===== src/rtl/aes_v2_mix_size.sv =====
// AES MixColumns / InvMixColumns unit: one shared GF(2^8) row evaluator,
// one output byte per cycle, a 32-bit column result after four valid cycles.
module aes_v2_mix_size (
    input  logic        g_clk,
    input  logic        g_resetn,
    input  logic        valid,
    input  logic [31:0] rs1,
    input  logic [31:0] rs2,
    input  logic        enc,
    output logic        ready,
    output logic [31:0] rd
);

    localparam logic [1:0] S0 = 2'd0;
    localparam logic [1:0] S1 = 2'd1;
    localparam logic [1:0] S2 = 2'd2;
    localparam logic [1:0] S3 = 2'd3;

    logic [1:0]      fsm;
    logic [1:0]      fsm_next;
    logic [7:0]      b0, b1, b2;
    logic [3:0][7:0] col;
    logic [3:0][7:0] rot;
    logic [7:0]      r_out;

    function automatic logic [7:0] xtime(input logic [7:0] x);
        return {x[6:0], 1'b0} ^ (x[7] ? 8'h1b : 8'h00);
    endfunction

    function automatic logic [7:0] row(input logic [7:0] a, input logic [7:0] b,
                                       input logic [7:0] c, input logic [7:0] d,
                                       input logic fwd);
        logic [7:0] a2, a4, a8, b2x, b4, b8, c2, c4, c8, d2, d4, d8;
        a2 = xtime(a); a4 = xtime(a2); a8 = xtime(a4);
        b2x = xtime(b); b4 = xtime(b2x); b8 = xtime(b4);
        c2 = xtime(c); c4 = xtime(c2); c8 = xtime(c4);
        d2 = xtime(d); d4 = xtime(d2); d8 = xtime(d4);
        if (fwd)
            return a2 ^ b2x ^ b ^ c ^ d;
        // 0e*a ^ 0b*b ^ 0d*c ^ 09*d
        return (a8 ^ a4 ^ a2) ^ (b8 ^ b2x ^ b) ^ (c8 ^ c4 ^ c) ^ (d8 ^ d);
    endfunction

    // Interleaved layout from the SubBytes unit: even bytes in rs1, odd in rs2.
    assign col = {rs2[31:24], rs1[23:16], rs2[15:8], rs1[7:0]};

    always_comb begin
        case (fsm)
            S1:      rot = {col[0], col[3], col[2], col[1]};
            S2:      rot = {col[1], col[0], col[3], col[2]};
            S3:      rot = {col[2], col[1], col[0], col[3]};
            default: rot = col;
        endcase
        rot = rot & {32{valid}};
    end

    assign r_out = row(rot[0], rot[1], rot[2], rot[3], enc);

    // S3 + 1 wraps to S0, giving back-to-back operations; dropping valid aborts.
    assign fsm_next = valid ? fsm + 2'd1 : S0;

    always_ff @(posedge g_clk or negedge g_resetn) begin
        if (!g_resetn) begin
            fsm <= S0;
            b0  <= 8'h00;
            b1  <= 8'h00;
            b2  <= 8'h00;
        end else begin
            fsm <= fsm_next;
            if (valid) begin
                case (fsm)
                    S0:      b0 <= r_out;
                    S1:      b1 <= r_out;
                    S2:      b2 <= r_out;
                    default: ;
                endcase
            end
        end
    end

    assign ready = valid && (fsm == S3);
    assign rd    = ready ? {r_out, b2, b1, b0} : 32'h0;

endmodule


===== config.mk =====
export PLATFORM = sky130hd
export DESIGN_NAME = aes_v2_mix_size
export DESIGN_NICKNAME = d
export VERILOG_FILES = /design/src/rtl/aes_v2_mix_size.sv
export SDC_FILE = /design/constraint.sdc
export NUM_CORES = 1
export LEC_CHECK = 0
export CAP_MARGIN = 15
export CORE_ASPECT_RATIO = 0.8
export CORE_MARGIN = 5
export CORE_UTILIZATION = 44
export CTS_BUF_LIST = sky130_fd_sc_hd__clkbuf_4 sky130_fd_sc_hd__clkbuf_8 sky130_fd_sc_hd__clkbuf_16
export CTS_CLUSTER_SIZE = 40
export DETAILED_ROUTE_END_ITERATION = 7
export PLACE_DENSITY = 0.77
export SLEW_MARGIN = 30
export SYNTH_ARGS = -nofsm -noshare
export SYNTH_HDL_FRONTEND = slang
export SYNTH_SLANG_ARGS = --single-unit
export TNS_END_PERCENT = 50

===== constraint.sdc =====
create_clock -name g_clk -period 3.8 [get_ports g_clk]
set_clock_uncertainty 0.05 [all_clocks]
set_input_delay 0.76 -clock g_clk [delete_from_list [all_inputs] [get_ports g_clk]]
set_output_delay 0.76 -clock g_clk [all_outputs]
set_load 0.03 [all_outputs]

# After elaboration in Yosys (flattened, before gate mapping)
# Cells that the tools add are included.
# Widths: inputs -> output; s select.
[word_totals]
ff_bits = 26
in_bits = 68
output_inout_bits = 33
[op_classes]
addsub = 1
eq_ne = 3
muxes = 18
n_bitwise = 27
n_reduce_logical = 5
[ops]
columns = ["op", "n"]
rows = [
  ["$xor 8x8->8", 14],
  ["$pmux 32 s3", 1],
  ["$xor 8x5->8", 12],
  ["$mux 5", 12],
  ["$and 32x32->32", 1],
  ["$mux 32", 1],
  ["$mux 8", 2],
  ["$reduce_and 2->1", 3],
  ["$eq 2x2->1 const B", 2],
  ["$add 2x1->2 const B", 1],
  ["$eq 2x1->1 const B", 1],
  ["$logic_not 2->1", 1],
  ["$mux 2", 1],
  ["$logic_and 1x1->1", 1],
  ["$mux 1", 1],
]

# Longest topological paths before layout
[depth]
ltp_word = 16
ltp_mapped = 14

# Worst setup path before layout
# No wires, ideal clock.
[synth_timing]
path_kind = "reg-to-output"
startpoint = "reg fsm[0]"
endpoint = "out rd[27]"
arrival_ns = 3.643
path_slack_ns = -0.653
stages_incl_launch_ff = 11
n_path_buf = 1
path_cell_list = "dfrtp_1 inv_1 ha_1 buf_2 a22oi_1 a221oi_1 xnor3_1 xnor3_1 xor3_1 or3_1 a21oi_1"
[synth_between]
elab_chain_len = 14
word_cells_on_any_way = 45
[synth_lines]
columns = ["item", "line", "text"]
rows = [
  ["from (decl)", "19", "logic [1:0] fsm;"],
  ["from (signal assigned)", "69", "fsm <= fsm_next;"],
  ["$eq 2x2->1 (tied with other cells)", "48, 81", ""],
  ["$pmux 32 s3", "48", "case (fsm)"],
  ["$and 32x32->32", "54", "rot = rot & {32{valid}};"],
  ["$mux 5 or $xor 8x5->8 (tied branches)", "27", "return {x[6:0], 1'b0} ^ (x[7] ? 8'h1b : 8'h00);"],
  ["$xor 8x5->8", "27", ""],
  ["$xor 8x5->8 or $mux 5 (tied branches)", "27", ""],
  ["$xor 8x5->8", "27", ""],
  ["$xor 8x8->8 (5 in series)", "41", "return (a8 ^ a4 ^ a2) ^ (b8 ^ b2x ^ b) ^ (c8 ^ c4 ^ c) ^ (d8 ^ d);"],
  ["$mux 8", "41", ""],
  ["$mux 32 (*)", "82", "assign rd = ready ? {r_out, b2, b1, b0} : 32'h0;"],
  ["to (decl)", "11", "output logic [31:0] rd"],
]
# Every way passes the cells marked *; elsewhere a longest branch is shown, timed or not. The select of a mux whose other input is x is not followed.

# Worst setup path after layout
[layout_timing]
startpoint = "reg fsm[1]"
endpoint = "out rd[28]"
[layout_between]
elab_chain_len = 14
word_cells_on_any_way = 46
[layout_lines]
columns = ["item", "line"]
rows = [
  ["$eq 2x2->1 (tied with other cells)", "48, 81"],
  ["$pmux 32 s3", "48"],
  ["$and 32x32->32", "54"],
  ["$xor 8x5->8", "27"],
  ["$mux 5 or $xor 8x5->8 (tied branches)", "27"],
  ["$xor 8x5->8 or $mux 5 (tied branches)", "27"],
  ["$xor 8x5->8", "27"],
  ["$xor 8x8->8 (5 in series)", "41"],
  ["$mux 8", "41"],
  ["$mux 32 (*)", "82"],
]
# Marked as above.

==> flow_metrics.env <==
export IMPL_yosysUniqueCellTypes=48
export IMPL_diodes=0
export IMPL_post_route_drc_count=3
export IMPL_rows=29
export IMPL_cp_required_ns=2.99
export IMPL_fillCellCount=548
export IMPL_via_per_inst=6.10
export IMPL_fin_tns_setup_ns=-4.21
export IMPL_totalPowerFinal_mw=2.52
export IMPL_synth_area_um2=3490
export IMPL_fmaxAchievable_mhz=222
export IMPL_drt_wl_total_um=14200
export IMPL_vias=4206
export IMPL_drtPass1Iterations=8
export IMPL_place_congestion=0.909
export IMPL_root_buffer="clkbuf_8"
export IMPL_synth_largest_area_cell="dfrtp_1"
export IMPL_io_buffer_count=68
export IMPL_slew_headroom_pct=61.2
export IMPL_cp_cell_sequence="inv_4 -> buf_6 -> ha_4 -> inv_6 -> buf_6 -> a211oi_2 -> xnor3_2 -> xor2_2 -> buf_4 -> xnor2_2 -> or4b_1 -> nand4_1 -> buf_6"
export IMPL_ir_worst_vdd_uv=227
export IMPL_dp_hpwl_um=8990
export IMPL_synth_area_per_cell_um2=9.01
export IMPL_placed_cells_incl_taps=650
export IMPL_fin_crit_sh_pct=119
export IMPL_antenna_found_initial=0
export IMPL_timing_hold_violations_final=0
export IMPL_dieArea_um2=9820
export IMPL_path_max_fanout=8
export IMPL_violations="design-rule violations, negative setup slack"
export IMPL_netlist_area_leader_share_pct=18.7
export IMPL_drtIter0Drc=427
export IMPL_setup_ws_ns=-0.714
export IMPL_num_io_pins=101
export IMPL_worstPathArrival_ns=3.70
export IMPL_grt_max_degree=47
export IMPL_yosysWarnings=0
export IMPL_async_flop_share_pct=100
export IMPL_min_path_type="input port to asynchronous set/reset pin"
export IMPL_maxSlewViolCount=0
export IMPL_slowest_stage="or4b_1"
export IMPL_grt_pass1_wl_um=21200
export IMPL_synthCells=387
export IMPL_setup_viol=8
export IMPL_critical_path_class="flop to primary output"
export IMPL_start_util_pct=44.5
export IMPL_p_leak_nw=2.66
export IMPL_tightest_slew_ns=0.580
export IMPL_fin_nets=655
export IMPL_clock_sinks=26
export IMPL_post_layout_nonfiller_instances=689
export IMPL_final_core_util_pct=72.5
export IMPL_dieWidth_um=110
export IMPL_start_kind="flop"
export IMPL_grt_overflow_total=0
export IMPL_grt_pass1_vias=4151
export IMPL_clk_pin_slew_ns=0.09
export IMPL_core_area_um2=7840
export IMPL_drive_above_1_share_pct=44.2
export IMPL_power_density_nw_per_um2=443
export IMPL_postSynthNetCount=460
export IMPL_die_y_um=89.6
export IMPL_maxCapViolCount=0
export IMPL_slowest_delay_ns=0.60
export IMPL_cts_buffer_depth=2
export IMPL_synth_edf_count=0
export IMPL_cts_buffers=3
export IMPL_yosysSeqAreaShare_pct=18.7
export IMPL_pre_cts_ws_ns=-0.742
export IMPL_cts_tree="yes"
export IMPL_synth_flop_cell="dfrtp_1"
export IMPL_area_growth_pct=62.8
export IMPL_clk_latency_ns=0.27
export IMPL_h_tree_depth=1
export IMPL_fin_crit_ns=4.51
export IMPL_grt_usage_pct=27.5
export IMPL_synth_area_leaders="dfrtp_1 (19%), xnor3_1 (9.7%), xnor2_1 (7.8%)"
export IMPL_rsz0062_at_grt="true"
export IMPL_detail_route_antenna_nets=0
export IMPL_outcome="finished, violations left"
export IMPL_synth_seq_cells=26
export IMPL_crit_top_cell="buf_6"
export IMPL_endpoint_kind="primary output"
export IMPL_routedWlPerCell_um=20.6
-- synth_stat cells, types with 2 or more instances --
cell type / instances
nand2_1: 24
and3_1: 26
o21ai_1: 2
o31ai_1: 12
a221oi_4: 2
xor2_1: 18
buf_2: 5
a222oi_1: 17
a221oi_1: 8
o211ai_1: 4
o211a_1: 3
inv_2: 2
a22oi_1: 23
buf_4: 7
xnor2_2: 3
xor3_1: 2
ha_1: 5
nor2_1: 9
nor2b_1: 10
mux2i_1: 2
or4b_1: 2
o21ai_0: 5
mux2_2: 4
xnor3_1: 15
a221oi_2: 4
a211oi_1: 9
buf_6: 6
nand3_1: 7
xnor2_1: 31
a21oi_1: 24
nor3_1: 11
and2_1: 2
nand4_1: 6
or4_1: 4
a211oi_2: 4
clkbuf_1: 15
dfrtp_1: 26
inv_1: 18
-- per-layer routing --
metal | vias up | wire [um] | share of wire, % | global-route usage [%]
li1 | 1861 | - | - | -
met1 | 2048 | 5540 | 39 | 34.5
met2 | 237 | 6900 | 49 | 47.4
met3 | 60 | 1180 | 8.3 | 6.72
met4 | 0 | 558 | 3.9 | 8.38
met5 | - | 0 | 0 | 0
-- area by class of cell --
cell class / count / area, um^2 / share of cell area (%)
repair buffers: 224 / 1890 / 33.3
flip-flops and latches: 26 / 653 / 11.5
multi-input cells: 307 / 2860 / 50.3
clock buffers: 4 / 55.1 / 0.969
inverters: 20 / 87.6 / 1.54
well taps: 108 / 135 / 2.38
-- power breakdown --
| part | internal [mW] | leakage (nW) | switching (mW) |
|---|---|---|---|
| Combinational | 0.948 | 2.31 | 0.917 |
| Sequential | 0.403 | 0.316 | 0.0695 |
| Clock | 0.0927 | 0.0288 | 0.0871 |
| Total | 1.44 | 2.66 | 1.07 |
-- kinds of logic after synthesis --
kind of cell | share of synthesized area (%)
compound gates | 28.2
mux | 1.87
fa+ha+maj | 1.79
simple gates | 16.3
xor+xnor | 25.2
flops | 18.7
buf+inv | 8.03
-- stage by stage --
step	area (um^2)	hold slack, ns
floorplan	3610	0.391
global route	5680	0.472
CTS	5500	0.439
global placement	5040	0.407
detailed placement	5040	0.417
finish	5680	0.427
-- placed cells by master, fill, tap and decap left out, types with 5 or more instances in the layout --
cell and instances:
nor2b_1 10, xor2_1 13, a22oi_1 23, a221oi_4 5
dfrtp_1 24, buf_4 158, nor2_1 7, nor3_1 9
a211oi_1 5, a222oi_1 17, nand3_1 7, a211oi_2 7
nand2_1 24, xnor3_1 13, xor2_2 6, o21ai_0 5
dlygate4sd2_1 15, a221oi_2 7, a21oi_1 20, xnor2_1 28
buf_6 25, xnor2_2 5, nand4_1 6, inv_1 16
clkdlybuf4s50_1 18, and3_1 26, o31ai_1 12
-- critical path, delay by kind of cell (launching register included) --
kind	cells	cell delay (ns)
compound gates	1	0.32
xor+xnor	3	0.86
fa+ha+maj	1	0.24
buf+inv	6	0.71
flops	1	0.47
simple gates	2	0.83
-- worst paths after layout --
check	depth (start not counted)	endpoint	startpoint	slack [ns]
max in group asynchronous	1	fsm[1]$_DFF_PN0_	g_resetn	2.85
worst max-delay path	13	rd[28]	fsm[1]$_DFF_PN0_	-0.71
worst min register to register	2	b2[7]$_DFFE_PN0P_	b2[7]$_DFFE_PN0P_	0.44
worst min-delay path	1	b2[2]$_DFFE_PN0P_	g_resetn	0.43
worst max register to register	12	b1[4]$_DFFE_PN0P_	fsm[0]$_DFF_PN0_	0.22
min in group g_clk	2	b2[7]$_DFFE_PN0P_	b2[7]$_DFFE_PN0P_	0.44
-- flip-flops by register name, summed over array words and instances (netlist names) --
signal  cells
fsm         2
b2          8
b1          8
b0          8
-- repair_timing --
action	CTS	global route
hold buffers	0	0
setup buffers	27	8
pin swaps	41	15
cloned	1	1
endpoints found under the setup margin	8	8
resized for setup	68	24
Note: power is estimated with default switching activity, not from simulation.
